$ cat config.mk
export PLATFORM = sky130hd
export DESIGN_NAME = en_strobe_gen
export DESIGN_NICKNAME = d
export VERILOG_FILES = /design/src/rtl/en_strobe_gen.sv
export SDC_FILE = /design/constraint.sdc
export NUM_CORES = 1
export LEC_CHECK = 0
export ABC_AREA = 1
export BUFFER_PORTS_ARGS = -buffer_cell sky130_fd_sc_hd__buf_2
export CELL_PAD_IN_SITES_DETAIL_PLACEMENT = 0
export CELL_PAD_IN_SITES_GLOBAL_PLACEMENT = 1
export CORE_MARGIN = 5
export CORE_UTILIZATION = 42
export DETAILED_ROUTE_END_ITERATION = 12
export HOLD_SLACK_MARGIN = 0.06
export PLACE_DENSITY_LB_ADDON = 0.1
export SLEW_MARGIN = 0
export SYNTH_ARGS = -nofsm -noshare
export SYNTH_HDL_FRONTEND = slang
export SYNTH_SLANG_ARGS = --single-unit
$ cat constraint.sdc
create_clock -name clk -period 2.1 [get_ports clk]
set_input_delay 0.105 -clock clk [delete_from_list [all_inputs] [get_ports clk]]
set_output_delay 0.105 -clock clk [all_outputs]
set_load 0.02 [all_outputs]
$ cat src/rtl/en_strobe_gen.sv
// ---------------------------------------------------------------------------
// en_strobe_gen
//   Programmable clock-enable generator. Its en output feeds the enable pins
//   of downstream DFFE registers so those registers update once every
//   (div+1) clocks. A run is either a fixed burst of en pulses or, with
//   burst = 0, continuous until aborted.
//
// Ports
//   clk        system clock, all state changes on the rising edge
//   clr        asynchronous active-high reset, forces IDLE and clears outputs
//   start      begin a run (only honoured in IDLE)
//   abort      end the current run (honoured in RUN; in IDLE it blocks start)
//   div        enable period minus one, captured when a start is accepted
//   burst      number of en pulses per run, 0 = continuous, captured on start
//   en         registered one-cycle enable strobe (held high when div = 0)
//   busy       high while a run is in progress (RUN or DONE)
//   done       one-cycle pulse after the last pulse of a finite burst
//   pulse_cnt  number of en pulses issued in the current / last run
// ---------------------------------------------------------------------------
module en_strobe_gen #(
  parameter int DIV_W = 16,
  parameter int CNT_W = 16
) (
  input  logic             clk,
  input  logic             clr,
  input  logic             start,
  input  logic             abort,
  input  logic [DIV_W-1:0] div,
  input  logic [CNT_W-1:0] burst,
  output logic             en,
  output logic             busy,
  output logic             done,
  output logic [CNT_W-1:0] pulse_cnt
);

  typedef enum logic [1:0] {
    ST_IDLE = 2'd0,
    ST_RUN  = 2'd1,
    ST_DONE = 2'd2
  } state_t;

  state_t           r_state;
  state_t           w_stateNext;

  logic [DIV_W-1:0] r_pre;
  logic [DIV_W-1:0] r_divR;
  logic [CNT_W-1:0] r_burstR;
  logic [CNT_W-1:0] r_pulseCnt;
  logic             r_en;
  logic             r_busy;
  logic             r_done;

  logic [DIV_W-1:0] w_preNext;
  logic [DIV_W-1:0] w_divNext;
  logic [CNT_W-1:0] w_burstNext;
  logic [CNT_W-1:0] w_cntNext;
  logic [CNT_W-1:0] w_cntInc;
  logic             w_enNext;
  logic             w_busyNext;
  logic             w_doneNext;

  // Pulse count after the pulse about to be issued; it wraps naturally in
  // continuous mode and is compared against the latched burst length to
  // detect the final pulse of a finite run.
  assign w_cntInc = r_pulseCnt + 1'b1;

  // State and every output are registered here so that nothing downstream
  // sees a combinational path from the inputs. clr clears everything at once,
  // including the latched divisor and burst length.
  always_ff @(posedge clk or posedge clr) begin
    if (clr) begin
      r_state    <= ST_IDLE;
      r_pre      <= '0;
      r_divR     <= '0;
      r_burstR   <= '0;
      r_pulseCnt <= '0;
      r_en       <= 1'b0;
      r_busy     <= 1'b0;
      r_done     <= 1'b0;
    end else begin
      r_state    <= w_stateNext;
      r_pre      <= w_preNext;
      r_divR     <= w_divNext;
      r_burstR   <= w_burstNext;
      r_pulseCnt <= w_cntNext;
      r_en       <= w_enNext;
      r_busy     <= w_busyNext;
      r_done     <= w_doneNext;
    end
  end

  // Next-state and next-output logic. en and done are strobes, so they
  // default low and are raised only in the cycle that calls for them; the
  // remaining registers default to holding their value.
  always_comb begin
    w_stateNext = r_state;
    w_preNext   = r_pre;
    w_divNext   = r_divR;
    w_burstNext = r_burstR;
    w_cntNext   = r_pulseCnt;
    w_enNext    = 1'b0;
    w_busyNext  = r_busy;
    w_doneNext  = 1'b0;

    case (r_state)
      ST_IDLE: begin
        w_busyNext = 1'b0;
        // abort takes priority over a simultaneous start
        if (start && !abort) begin
          w_divNext   = div;
          w_burstNext = burst;
          w_preNext   = div;
          w_cntNext   = '0;
          w_busyNext  = 1'b1;
          w_stateNext = ST_RUN;
        end
      end

      ST_RUN: begin
        if (abort) begin
          // pulse_cnt keeps the count reached so far
          w_busyNext  = 1'b0;
          w_stateNext = ST_IDLE;
        end else if (r_pre == '0) begin
          w_enNext  = 1'b1;
          w_preNext = r_divR;
          w_cntNext = w_cntInc;
          if ((r_burstR != '0) && (w_cntInc == r_burstR)) begin
            w_stateNext = ST_DONE;
          end
        end else begin
          w_preNext = r_pre - 1'b1;
        end
      end

      ST_DONE: begin
        // abort is deliberately ignored here so done always pulses
        w_doneNext  = 1'b1;
        w_busyNext  = 1'b0;
        w_stateNext = ST_IDLE;
      end

      default: begin
        w_busyNext  = 1'b0;
        w_stateNext = ST_IDLE;
      end
    endcase
  end

  assign en        = r_en;
  assign busy      = r_busy;
  assign done      = r_done;
  assign pulse_cnt = r_pulseCnt;

endmodule

==> results.sh <==
export IMPL_design_area_sq_um=5300
export IMPL_grt_overflow_total=0
export IMPL_dieWidth_um=110
export IMPL_drt_pass1_iterations=4
export IMPL_dp_cells=780
export IMPL_detailed_place_hpwl_um=8790
export IMPL_whs_ns=0.155
export IMPL_core_sq_um=9770
export IMPL_worst_pin_slew_ns=0.596
export IMPL_vias=4148
export IMPL_timing_hold_violations_final=0
export IMPL_required_ns=2.34
export IMPL_drive_above_1_share=0.172
export IMPL_synth_ff_latch_count=69
export IMPL_multi_input_area_sq_um=2180
export IMPL_finalWirelength_um=11900
export IMPL_syn_area_sq_um=4200
export IMPL_yosysWarnings=0
export IMPL_path_class="reg2reg"
export IMPL_layout_area_seq_sq_um=1730
export IMPL_num_io_pins=55
export IMPL_fin_crit_sh=0.925
export IMPL_final_common_cell="nand2_1"
export IMPL_antenna_found_initial=0
export IMPL_final_cells=830
export IMPL_clock_tree_buffer_depth=2
export IMPL_dieArea_sq_um=12100
export IMPL_syn_inst=588
export IMPL_fin_skew_ns=0.0101
export IMPL_drc=0
export IMPL_start_kind="register"
export IMPL_max_vdd_ir_drop_uv=568
export IMPL_max_clock_freq_mhz=515
export IMPL_ys_seq_area_frac=0.411
export IMPL_status="complete, no violations"
export IMPL_final_min_clock_period_ns=1.94
export IMPL_hold_path_class="in2reg"
export IMPL_pre_cts_slack_ns=0.0549
export IMPL_max_slew_margin_rel=0.602
export IMPL_cts_num_sinks=69
export IMPL_setup_violations=0
export IMPL_antenna_left=0
export IMPL_drt_initial_drc_count=212
export IMPL_arrival_ns=2.18
export IMPL_end_kind="register"
export IMPL_grtUsageTotal=0.215
export IMPL_fill_cells=984
export IMPL_synth_top_area_share=0.411
export IMPL_fin_ws_ns=0.158
export IMPL_initial_core_util=0.430
export IMPL_synth_area_leaders="dfrtp_1, nand2_1, nand3_1, nor2_1, inv_1"
export IMPL_synthesis_nets=627
export IMPL_synth_largest_area_cell="dfrtp_1"
export IMPL_path_max_fanout=7
export IMPL_die_y_um=110
export IMPL_cts_buffers=9
export IMPL_fp_row_count=36
export IMPL_htree_levels=3
export IMPL_grt_pass1_wl_um=20000
export IMPL_port_buffers=54
export IMPL_final_cell_mix="nand2_1, dfrtp_1, inv_1"
export IMPL_final_nets=732
export IMPL_slew_violations=0
export IMPL_diodes=0
export IMPL_viasPerCell=5.00
export IMPL_grt_pass1_vias=4190
export IMPL_p_per_area_nw_per_um2=756
export IMPL_clock_latency_ns=0.36
export IMPL_cts_tree="done"
export IMPL_dpl_instance_area_sq_um=4730
export IMPL_place_gp_congestion=0.896
export IMPL_worst_setup_hold_path_clk_slew_ns=0.07
export IMPL_cts_root_buf="clkbuf_8"
export IMPL_area_growth_syn_to_layout_pct=26.1
export IMPL_power_leakage_nw=2.57
export IMPL_maxCapViolations=0
export IMPL_post_drt_wl_per_cell_um=14.4
export IMPL_synth_cell_type_count=33
export IMPL_avgSynthCellArea_sq_um=7.15
export IMPL_final_util=0.542
export IMPL_grt_max_degree=47
-- stage by stage --
stage          power, W  setup TNS, ns
6_report        0.00401              0
2_1_floorplan   0.00245              0
3_3_place_gp    0.00279              0
4_1_cts         0.00405              0
5_1_grt         0.00429        -0.0109
3_5_place_dp    0.00280              0
-- Yosys cell counts --
cell type / instances
a21oi_4: 1
nand2_4: 2
nor2_2: 5
nand2_1: 193
nand3b_1: 3
o211ai_1: 10
nor2_4: 1
nand4_1: 8
inv_1: 61
or2_2: 1
a22oi_1: 9
nand3_1: 55
nor3_1: 3
xnor2_1: 2
a21oi_1: 26
nor3_4: 1
dfrtp_1: 69
o21ai_1: 1
ha_1: 3
o21bai_1: 2
o22ai_1: 4
o22ai_2: 10
o21ai_0: 30
xnor3_1: 1
buf_2: 1
xor2_1: 3
clkbuf_1: 12
buf_4: 1
nor2_1: 62
a31oi_1: 3
buf_6: 3
nand2_2: 1
mux2i_1: 1
-- report_power, final --
group | internal [W] | switching (W) | total (W)
registers | 0.00155 | 0.000202 | 0.00175
clock network | 0.000663 | 0.000516 | 0.00118
logic | 0.000456 | 0.000622 | 0.00108
total | 0.00267 | 0.00134 | 0.00401
-- final timing paths --
kind / from / to / slack [ns] / depth (start not counted)
max reg2reg: pulse_cnt[1]$_DFFE_PP0P_ / r_state[0]$_DFFE_PP0P_ / 0.16 / 14
min in group asynchronous: clr / r_burstR[6]$_DFFE_PP0P_ / 0.17 / 3
min reg2reg: busy$_DFFE_PP0P_ / busy$_DFFE_PP0P_ / 0.47 / 2
max: pulse_cnt[1]$_DFFE_PP0P_ / r_state[0]$_DFFE_PP0P_ / 0.16 / 14
min: abort / busy$_DFFE_PP0P_ / 0.15 / 5
max in group asynchronous: clr / r_pre[14]$_DFFE_PP0P_ / 1.29 / 4
-- state kept, by name, indices dropped and copies added (netlist names) --
name / flops
busy: 1
done: 1
en: 1
pulse_cnt: 16
r_burstR: 16
r_divR: 16
r_pre: 16
r_state: 2
-- kinds of logic after synthesis --
logic type / Yosys count / share of synthesized area
AND/OR/NAND/NOR: 335 / 0.336
AO/OA/AOI/OAI: 96 / 0.149
buffers and inverters: 78 / 0.0762
flip-flops: 69 / 0.411
XOR/XNOR: 6 / 0.0158
adder cells (fa/ha/maj): 3 / 0.00893
multiplexers: 1 / 0.00238
-- critical path, stage by stage (launching register included) --
cell,delay (ns)
dfrtp_1,0.42
ha_2,0.22
nand2_1,0.12
nor2_4,0.22
nand2_1,0.07
nand2_1,0.09
nand2_1,0.09
nand2_1,0.09
nand2_1,0.05
nor2_1,0.09
nand3_1,0.11
nor2_1,0.12
nand2_1,0.06
nand2_1,0.05
nand2_1,0.04
-- per-layer routing --
| metal | share of wire | vias up | track usage |
|---|---|---|---|
| met1 | 0.43 | 1913 | 0.254 |
| met2 | 0.51 | 84 | 0.383 |
| met3 | 0.045 | 12 | 0.0582 |
| met4 | 0.015 | 0 | 0.0579 |
| met5 | 0 | - | 0 |
| li1 | - | 2139 | - |
-- layout make-up --
class                   instances  area share
clock buffers                  11      0.0248
clock inverters                 4      0.0139
inverters                      61      0.0432
multi-input cells             441       0.411
flip-flops and latches         69       0.326
well taps                     133      0.0314
repair buffers                111       0.150
-- repair_timing --
| action | 4_1_cts | 5_1_grt |
|---|---|---|
| endpoints found under the setup margin | 0 | 2 |
| resized for setup | 0 | 8 |
| hold buffers | 33 | 0 |
| endpoints found under the hold margin | 109 | 0 |
| buffers inserted | 0 | 2 |
Note: power is estimated with default switching activity, not from simulation.
